$ cat src/rtl/color_bbox_pkg.sv
// Shared widths, empty-accumulator constants and overlay colour for the colour bbox tracker.
package color_bbox_pkg;

    localparam int unsigned X_W   = 10;
    localparam int unsigned Y_W   = 10;
    localparam int unsigned CNT_W = 19;

    localparam logic [X_W-1:0]   X_EMPTY_MIN = '1;
    localparam logic [X_W-1:0]   X_EMPTY_MAX = '0;
    localparam logic [Y_W-1:0]   Y_EMPTY_MIN = '1;
    localparam logic [Y_W-1:0]   Y_EMPTY_MAX = '0;
    localparam logic [CNT_W-1:0] CNT_MAX     = '1;

    localparam logic [7:0] OVL_R = 8'd255;
    localparam logic [7:0] OVL_G = 8'd255;
    localparam logic [7:0] OVL_B = 8'd0;

    typedef struct packed {
        logic [X_W-1:0]   xmin;
        logic [X_W-1:0]   xmax;
        logic [Y_W-1:0]   ymin;
        logic [Y_W-1:0]   ymax;
        logic [CNT_W-1:0] count;
    } acc_t;

    localparam acc_t ACC_EMPTY = '{
        xmin:  X_EMPTY_MIN,
        xmax:  X_EMPTY_MAX,
        ymin:  Y_EMPTY_MIN,
        ymax:  Y_EMPTY_MAX,
        count: '0
    };

    // The highlight stage leaves non-selected pixels gray (r == g == b).
    function automatic logic is_coloured(input logic [7:0] r, input logic [7:0] g,
                                         input logic [7:0] b);
        return !((r == g) && (g == b));
    endfunction

endpackage

$ cat src/rtl/bbox_overlay.sv
// Perimeter compare and colour mux drawing the latched bounding box onto the video stream.
module bbox_overlay
    import color_bbox_pkg::*;
(
    input  logic [X_W-1:0] x,
    input  logic [Y_W-1:0] y,
    input  logic           de,
    input  logic           box_valid,
    input  logic [X_W-1:0] xmin,
    input  logic [X_W-1:0] xmax,
    input  logic [Y_W-1:0] ymin,
    input  logic [Y_W-1:0] ymax,
    input  logic [7:0]     in_r,
    input  logic [7:0]     in_g,
    input  logic [7:0]     in_b,
    output logic [7:0]     out_r,
    output logic [7:0]     out_g,
    output logic [7:0]     out_b
);

    logic in_x_span, in_y_span, on_vert, on_horz, draw;

    always_comb begin
        in_x_span = (x >= xmin) && (x <= xmax);
        in_y_span = (y >= ymin) && (y <= ymax);
        on_vert   = ((x == xmin) || (x == xmax)) && in_y_span;
        on_horz   = ((y == ymin) || (y == ymax)) && in_x_span;
        draw      = de && box_valid && (on_vert || on_horz);
        out_r     = draw ? OVL_R : in_r;
        out_g     = draw ? OVL_G : in_g;
        out_b     = draw ? OVL_B : in_b;
    end

endmodule

$ cat src/rtl/color_bbox_tracker.sv
// Per-frame bounding box and count of highlighted pixels, with registered video pass-through.
// Optional box drawing on the output video is enabled by defining COLOR_BBOX_OVERLAY_EN.
module color_bbox_tracker
    import color_bbox_pkg::*;
#(
    parameter int unsigned H_ACTIVE  = 640,
    parameter int unsigned V_ACTIVE  = 480,
    parameter int unsigned MIN_COUNT = 64
) (
    input  logic             clk,
    input  logic             rst_n,
    input  logic [7:0]       in_r,
    input  logic [7:0]       in_g,
    input  logic [7:0]       in_b,
    input  logic             in_de,
    input  logic             in_vs,
    output logic [X_W-1:0]   bbox_xmin,
    output logic [X_W-1:0]   bbox_xmax,
    output logic [Y_W-1:0]   bbox_ymin,
    output logic [Y_W-1:0]   bbox_ymax,
    output logic [CNT_W-1:0] bbox_count,
    output logic             bbox_valid,
    output logic             frame_done,
    output logic [7:0]       out_r,
    output logic [7:0]       out_g,
    output logic [7:0]       out_b,
    output logic             out_de,
    output logic             out_vs
);

    localparam logic [X_W-1:0]   H_LIM   = X_W'(H_ACTIVE);
    localparam logic [Y_W-1:0]   V_LIM   = Y_W'(V_ACTIVE);
    localparam logic [CNT_W-1:0] MIN_CNT = CNT_W'(MIN_COUNT);

    logic [X_W-1:0] x_q, x_d;
    logic [Y_W-1:0] y_q, y_d;
    logic           de_q, de_d;
    logic           armed_q, armed_d;
    acc_t           acc_q, acc_d;
    acc_t           box_q, box_d;
    logic           valid_q, valid_d;
    logic           done_q, done_d;
    logic           pix_hit;
    logic [7:0]     pix_r, pix_g, pix_b;

    always_comb begin
        x_d     = x_q;
        y_d     = y_q;
        de_d    = in_vs ? 1'b0 : in_de;  // a pixel swallowed by vs must not end a line
        armed_d = armed_q;
        acc_d   = acc_q;
        box_d   = box_q;
        valid_d = valid_q;
        done_d  = 1'b0;
        pix_hit = in_de && is_coloured(in_r, in_g, in_b) && (x_q < H_LIM) && (y_q < V_LIM);

        if (in_vs) begin
            if (armed_q) begin
                box_d   = acc_q;
                valid_d = (acc_q.count >= MIN_CNT);
                done_d  = 1'b1;
            end
            armed_d = 1'b1;
            acc_d   = ACC_EMPTY;
            x_d     = '0;
            y_d     = '0;
        end else if (in_de) begin
            if (x_q != H_LIM) x_d = x_q + 1'b1;
            if (pix_hit) begin
                if (x_q < acc_q.xmin) acc_d.xmin = x_q;
                if (x_q > acc_q.xmax) acc_d.xmax = x_q;
                if (y_q < acc_q.ymin) acc_d.ymin = y_q;
                if (y_q > acc_q.ymax) acc_d.ymax = y_q;
                if (acc_q.count != CNT_MAX) acc_d.count = acc_q.count + 1'b1;
            end
        end else if (de_q) begin
            x_d = '0;
            if (y_q != V_LIM) y_d = y_q + 1'b1;
        end
    end

`ifdef COLOR_BBOX_OVERLAY_EN
    bbox_overlay u_overlay (
        .x         (x_q),
        .y         (y_q),
        .de        (in_de),
        .box_valid (valid_q),
        .xmin      (box_q.xmin),
        .xmax      (box_q.xmax),
        .ymin      (box_q.ymin),
        .ymax      (box_q.ymax),
        .in_r      (in_r),
        .in_g      (in_g),
        .in_b      (in_b),
        .out_r     (pix_r),
        .out_g     (pix_g),
        .out_b     (pix_b)
    );
`else
    assign pix_r = in_r;
    assign pix_g = in_g;
    assign pix_b = in_b;
`endif

    always_ff @(posedge clk or negedge rst_n) begin
        if (!rst_n) begin
            x_q     <= '0;
            y_q     <= '0;
            de_q    <= 1'b0;
            armed_q <= 1'b0;
            acc_q   <= ACC_EMPTY;
            box_q   <= '0;
            valid_q <= 1'b0;
            done_q  <= 1'b0;
            out_r   <= '0;
            out_g   <= '0;
            out_b   <= '0;
            out_de  <= 1'b0;
            out_vs  <= 1'b0;
        end else begin
            x_q     <= x_d;
            y_q     <= y_d;
            de_q    <= de_d;
            armed_q <= armed_d;
            acc_q   <= acc_d;
            box_q   <= box_d;
            valid_q <= valid_d;
            done_q  <= done_d;
            out_r   <= pix_r;
            out_g   <= pix_g;
            out_b   <= pix_b;
            out_de  <= in_de;
            out_vs  <= in_vs;
        end
    end

    assign bbox_xmin  = box_q.xmin;
    assign bbox_xmax  = box_q.xmax;
    assign bbox_ymin  = box_q.ymin;
    assign bbox_ymax  = box_q.ymax;
    assign bbox_count = box_q.count;
    assign bbox_valid = valid_q;
    assign frame_done = done_q;

endmodule

$ cat config.mk
export PLATFORM = sky130hd
export DESIGN_NAME = color_bbox_tracker
export DESIGN_NICKNAME = d
export VERILOG_FILES = /design/src/rtl/color_bbox_pkg.sv /design/src/rtl/bbox_overlay.sv /design/src/rtl/color_bbox_tracker.sv
export SDC_FILE = /design/constraint.sdc
export NUM_CORES = 1
export LEC_CHECK = 0
export ABC_AREA = 1
export CAP_MARGIN = 0
export CORE_UTILIZATION = 45
export DETAILED_ROUTE_END_ITERATION = 8
export PLACE_DENSITY_LB_ADDON = 0.08
export SETUP_SLACK_MARGIN = 0.02
export SLEW_MARGIN = 5
export SYNTH_ARGS = -nofsm -noshare
export SYNTH_HDL_FRONTEND = slang
export SYNTH_SLANG_ARGS = --single-unit
$ cat constraint.sdc
create_clock -name clk -period 2.4 [get_ports clk]
set_input_delay 0.36 -clock clk [delete_from_list [all_inputs] [get_ports clk]]
set_output_delay 0.36 -clock clk [all_outputs]
set_load 0.03 [all_outputs]
==> run_results.csv, run 1 <==
group,metric,value,unit
power,pwr-share-clk,0.408,
floorplanning,core-area,18710,um^2
power,power_density,656.9,nW/um^2
cts,clkTransAtPathRegs,70,ps
synth,synth-simple-area-share,0.2947,
detailed_routing,num_vias,7171,
flow_run,max_cap_violations,0,
floorplanning,floorplan.initialDensity,0.4599,
grt,gr-usage-met2,0.3411,
cts,insertion_delay,430,ps
layout,nets,1289,
synth,postSynthAreaPerCell,7.856,um^2
power,p_seq_frac,0.440,
grt,grt_remaining_overflow,0,
critical_path,cp-startpoint,"y_q[8]",
cts,htreeDepth,4,
cts,cts.sinks,168,
layout,diodes,0,
synth,synth_flop_cell,"dfrtp_1",
floorplanning,fp.dieW,140.3,um
floorplanning,dieHeight,140.3,um
sta,hold_slack,357.6,ps
sta,skew,14.10,ps
cts,numCtsBuffers,17,
hold_path,min-delay-start,"in_vs",
layout,drive_above_1_share,0.07642,
placement,port_buffers,114,
placement,place_congestion,0.8373,
synth,synth_compound_area_frac,0.05615,
critical_path,critPathRequiredTime,2710,ps
power,leakagePower,0.005366,uW
detailed_routing,first_iter_violations,516,
critical_path,critical_path_class,"flip-flop to flip-flop",
sta,fin_tns_setup,0,ps
hold_path,hold_path_class,"primary input to flip-flop",
synth,async_flop_share,1.000,
grt,antenna_found_initial,0,
synth,synth_edf_count,0,
critical_path,end_kind,"flip-flop",
cts,cts_max_path_buffers,2,
sta,min_period_over_period,0.8938,
synth,ys_types,33,
sta,period_minus_slack,2145,ps
synth,yosys-top-cells-area,"dfrtp_1, nand2_1, ha_1",
detailed_routing,ant_nets,0,
grt,top_usage_layer,"met2",
power,switching_share,0.2801,
grt,met3_usage,0.04274,
sta,rsz0062_at_grt,"false",
power,power_frac_comb,0.152,
floorplanning,die_area,19670,um^2
power,p_sw,1970,uW
synth,synthXorXnorAreaFrac,0.01629,
critical_path,worstPathMaxFanout,9,
grt,grtUsageMet1,0.3192,
sta,tightest_slew,1017,ps
floorplanning,io_pins,115,
power,irDropWorstVdd,534.6,uV
detailed_routing,vias_per_cell,4.898,
synth,synth_area,8602,um^2
detailed_routing,totalWireLength,20310,um
grt,track_usage,0.2214,
synth,synth_top_area_share,0.4305,
cts,postCtsResizedCells,0,
synth,synthAdderAreaFrac,0.06400,
synth,yosysTopAreaCell,"dfrtp_1",
synth,yosys_warnings,0,
synth,synth_seq_cells,168,
synth,yosysSeqAreaShare,0.4916,
grt,grt_max_degree,94,
sta,relSlewSlack,0.3186,
synth,synth_nets,1167,
sta,max_freq,466.2,MHz
critical_path,cp.arrival,2460,ps
critical_path,start_kind,"flip-flop",
cts,cts-root-buf,"clkbuf_16",
floorplanning,placement_rows,50,
detailed_routing,firstDrtPassIters,5,
sta,final_max_slew_viol_count,0,
placement,place_hpwl,14170,um
sta,hold_viol,0,
power,intPower,5065,uW
detailed_routing,wire_per_inst,13.88,um
grt,grt_pass1_wl,34640,um
detailed_routing,drc,0,
synth,synthMuxAreaShare,0,
outcome,outcome,"complete, no violations",
synth,synth_top_family_by_area,"simple AND/OR/NAND/NOR gates",
layout,areaGrowthSynthToFinish,24.51,%
sta,setup_viol,0,
critical_path,rr_startpoint,"y_q[8]",
cts,cts_tree,"built",
synth,synth_cells,1095,
grt,grt_pass1_vias,6792,
## metal layers
metal,up-vias,routed length (um),share of wire
met2,180,9217,0.45
met5,-,0,0
met1,3286,9852,0.49
met3,15,1023,0.050
met4,0,219,0.011
li1,3690,-,-
## cell type report
type,instances,area (um^2)
multi-input cells,760,3716
repair buffers,140,1373
clock inverters,13,168.9
well taps,234,292.8
fillers,1743,7995
inverters,130,488.0
flip-flops and latches,168,4229
clock buffers,19,442.9
## kinds of logic (layout without fill, tap and decap cells)
family / Yosys count / count (layout)
AOI/OAI and AO/OA: 94 / 94
xor gates and xnor gates: 16 / 16
adders and majority gates: 44 / 44
buffers and inverters: 167 / 302
DFF: 168 / 168
and+or+nand+nor: 606 / 606
## cell usage after synthesis (2+ instances only)
library cell / count
nor3_1: 16
nor2_1: 92
nand2_4: 2
xor2_1: 15
or2_2: 2
ha_1: 44
o21ai_0: 70
a31oi_1: 2
nand3_1: 104
nor4_1: 3
a21o_1: 2
o21ai_1: 2
dfstp_2: 20
o31ai_1: 2
inv_1: 128
dfrtp_1: 148
nand3_2: 4
nor2_2: 2
a21oi_1: 16
nand2_1: 368
clkbuf_1: 26
buf_2: 8
nand4_1: 9
## cell usage in the layout, fill, tap and decap left out, types with 4 or more instances in the layout
master,Yosys,final
xor2_1,15,15
nand3_1,104,104
nand2_1,368,367
nor3_1,16,16
clkdlybuf4s50_1,0,112
clkbuf_16,0,17
clkinvlp_4,0,4
nand4_1,9,9
dfrtp_1,148,148
a21oi_1,16,16
nor2_1,92,92
ha_1,44,44
dfstp_2,20,20
o21ai_0,70,70
nand3_2,4,4
inv_1,128,127
buf_4,0,22
## state kept, by name (all words and copies together) (netlist names), 10 cells and up
signal and flops:
bbox_ymin 10, acc_q 59, bbox_ymax 10, y_q 10, bbox_xmin 10, x_q 10
bbox_xmax 10, bbox_count 19
## metrics by stage
stage | utilization | total power [uW] | setup WS, ps | instance area (um^2) | cells
after floorplan | - | 3739 | 597.1 | 8602 | 1095
after global placement | 0.5393 | 4213 | 99.18 | 10090 | 1431
after detailed placement | 0.5393 | 4224 | 70.48 | 10090 | 1431
after CTS | 0.5726 | 7105 | 251.7 | 10710 | 1464
after global routing | 0.5726 | 7356 | 62.62 | 10710 | 1464
final | 0.5726 | 7035 | 254.8 | 10710 | 1464
## repair_timing
item | in CTS | in global routing
hold buffers | 1 | 0
hold endpoints to repair | 43 | 0
buffers inserted | 0 | 0
## path summary, 6_finish.rpt
check | slack (ps) | to | cells past startpoint
max | 250 | acc_q[24] | 10
min reg2reg | 460 | acc_q[38] | 2
max in group asynchronous | 1150 | acc_q[29] | 3
min | 360 | acc_q[32] | 5
min in group asynchronous | 460 | bbox_xmin[3] | 2
max reg2reg | 250 | acc_q[24] | 10
## worst max-delay path, cell delays in order, from the launching register on
cell and delay, ps:
dfrtp_1 470, ha_1 320, nand2_1 60, nor2_1 180, inv_1 60, a21oi_1 140
nor2_1 80, nor2_1 140, nand3_1 350, nand3_1 170, nand2_1 70
## power groups by stage
stage	sequential, uW	combinational (uW)	clock, uW
6_report	3090	1070	2870
5_1_grt	3110	1200	3050
4_1_cts	3090	1090	2930
3_5_place_dp	3150	1080	0
3_3_place_gp	3140	1070	0
2_1_floorplan	3300	440	0
(Power assumes the default switching activity.)
==> run 2: changes to the inputs <==
--- a/config.mk
+++ b/config.mk
@@ -7,7 +7,7 @@
 export LEC_CHECK = 0
 export ABC_AREA = 1
 export CAP_MARGIN = 0
-export CORE_UTILIZATION = 45
+export CORE_UTILIZATION = 55
 export DETAILED_ROUTE_END_ITERATION = 8
 export PLACE_DENSITY_LB_ADDON = 0.08
 export SETUP_SLACK_MARGIN = 0.02
==> run 2 against run 1 <==
Largest power group unchanged. First-iteration DRC count increased by 0.78%. Count of clock-buffer cells in the layout increased by 7. Power decreased by 2.7%. Die area decreased by 18%. Critical path type unchanged. Routed wire length decreased by 2.0%. Utilization increased by 13 points. Critical endpoint is now acc_q[27].
==> run_results.csv, run 2 (same netlist as run 1, synthesis figures left out) <==
group,metric,value,unit
outcome,outcome,"complete, no violations",
layout,largest_reg_flops,59,
sta,setup_viol,0,
cts,cts.sinks,168,
layout,diodes,0,
grt,grt_max_degree,94,
sta,period_minus_slack,2090,ps
detailed_routing,ant_nets,0,
layout,stdcell_count,1440,
sta,final_max_slew_viol_count,0,
sta,max_freq,478.5,MHz
detailed_routing,first_iter_violations,520,
placement,place_hpwl,13730,um
layout,nets,1288,
grt,track_usage,0.2645,
critical_path,critical_path_class,"flip-flop to flip-flop",
grt,antenna_found_initial,0,
flow_run,max_cap_violations,0,
grt,grt_pass1_wl,33780,um
floorplanning,core-area,15260,um^2
sta,rsz0062_at_grt,"false",
cts,insertion_delay,430,ps
cts,postCtsSetupBuffers,0,
cts,cts_tree,"built",
placement,placed_cells,1407,
detailed_routing,totalWireLength,19910,um
detailed_routing,num_vias,7401,
detailed_routing,vias_per_cell,5.140,
grt,grt_remaining_overflow,0,
critical_path,end_kind,"flip-flop",
detailed_routing,drc,0,
placement,port_buffers,114,
cts,cts_max_path_buffers,2,
floorplanning,die_area,16140,um^2
hold_path,hold_path_class,"primary input to asynchronous set/reset pin",
sta,skew,6.401,ps
critical_path,start_kind,"flip-flop",
critical_path,cp.arrival,2400,ps
cts,clkTransAtPathRegs,60,ps
sta,relSlewSlack,0.5993,
detailed_routing,wire_per_inst,13.82,um
sta,min_period_over_period,0.8707,
layout,nFillCells,1279,
layout,drive_above_1_share,0.07486,
power,irDropWorstVdd,490.0,uV
layout,largest-register,"acc_q",
layout,final_common_cell,"nand2_1",
critical_path,worstPathMaxFanout,9,
floorplanning,placement_rows,45,
power,power_density,641.9,nW/um^2
sta,hold_viol,0,
detailed_routing,firstDrtPassIters,5,
sta,fin_tns_setup,0,ps
floorplanning,io_pins,115,
floorplanning,fp.dieW,127.1,um
placement,place_congestion,0.9084,
layout,mostFrequentLayoutCells,"nand2_1, dfrtp_1, inv_1",
cts,htreeDepth,4,
cts,numCtsBuffers,17,
floorplanning,floorplan.initialDensity,0.5638,
floorplanning,dieHeight,127.1,um
sta,tightest_slew,598.3,ps
grt,grt_pass1_vias,6999,
layout,areaGrowthSynthToFinish,23.93,%
cts,cts-root-buf,"clkbuf_16",
critical_path,critPathRequiredTime,2710,ps
sta,hold_slack,389.2,ps
power,leakagePower,0.005359,uW
critical_path,ff2ff_setup_slack,310,ps
==> run 2: cell types whose count changed in the layout (fill, tap and decap cells not counted) <==
cell / change
clkinvlp_4: -1
bufinv_16: -2
clkbuf_8: +5
clkbuf_1: +2
buf_4: -2
o21ai_2: +1
clkinv_2: +1
o21ai_1: -1
inv_6: -3
buf_12: +1
clkinv_4: -2
==> run 2: worst paths after layout <==
kind | from | to | depth (start not counted)
min reg2reg | acc_q[38] | acc_q[38] | 2
max reg2reg | y_q[8] | acc_q[27] | 10
max | y_q[8] | acc_q[27] | 10
max in group asynchronous | rst_n | acc_q[49] | 3
min | rst_n | bbox_xmin[2] | 2
min in group clk | in_r[2] | out_r[2] | 1
==> run 2: report_power, final <==
group          internal (uW)  switching [uW]  total [uW]
Clock                   1590            1080        2670
Combinational            391             687        1080
Sequential              3000            95.7        3100
==> run 2: final cells by class <==
| class | instances | area (um^2) | share of cell area |
|---|---|---|---|
| well taps | 211 | 264.0 | 0.02477 |
| clock inverters | 6 | 62.56 | 0.005869 |
| flip-flops and latches | 168 | 4229 | 0.3967 |
| inverters | 130 | 488.0 | 0.04577 |
| clock buffers | 26 | 519.2 | 0.04871 |
| repair buffers | 139 | 1378 | 0.1292 |
| multi-input cells | 760 | 3720 | 0.3489 |
==> run 2: repair_timing <==
item                                    CTS  global route
endpoints found under the hold margin    28             0
endpoints found under the setup margin    0            10
hold buffers                              1             0
resized for setup                         0             1
==> run 2: per-stage QoR <==
stage                     setup slack [ps]  cell area (um^2)  total power (uW)  utilization
after detailed placement             89.69             10060              4219       0.6596
final                                310.3             10660              6843       0.6986
after floorplan                      597.1              8602              3739            -
after global routing                 71.09             10660              7132       0.6986
after global placement               136.4             10060              4203       0.6596
after CTS                            185.6             10660              6891       0.6984
==> run 2: layer usage <==
| metal | track usage | part of all wire | vias to the layer above |
|---|---|---|---|
| met5 | 0 | 0 | - |
| met4 | 0.08683 | 0.017 | 0 |
| met3 | 0.05611 | 0.063 | 33 |
| met2 | 0.4192 | 0.46 | 218 |
| met1 | 0.3646 | 0.46 | 3453 |
| li1 | - | - | 3697 |
==> run 2: worst max-delay path, stage by stage, from the launching register on <==
cell and delay, ps:
dfrtp_1 460, ha_1 320, nand2_1 70, nor2_1 180, inv_1 60, a21oi_1 130, nor2_1 70, nor2_1 130
nand3_1 320, nand3_1 170, nand2_1 70
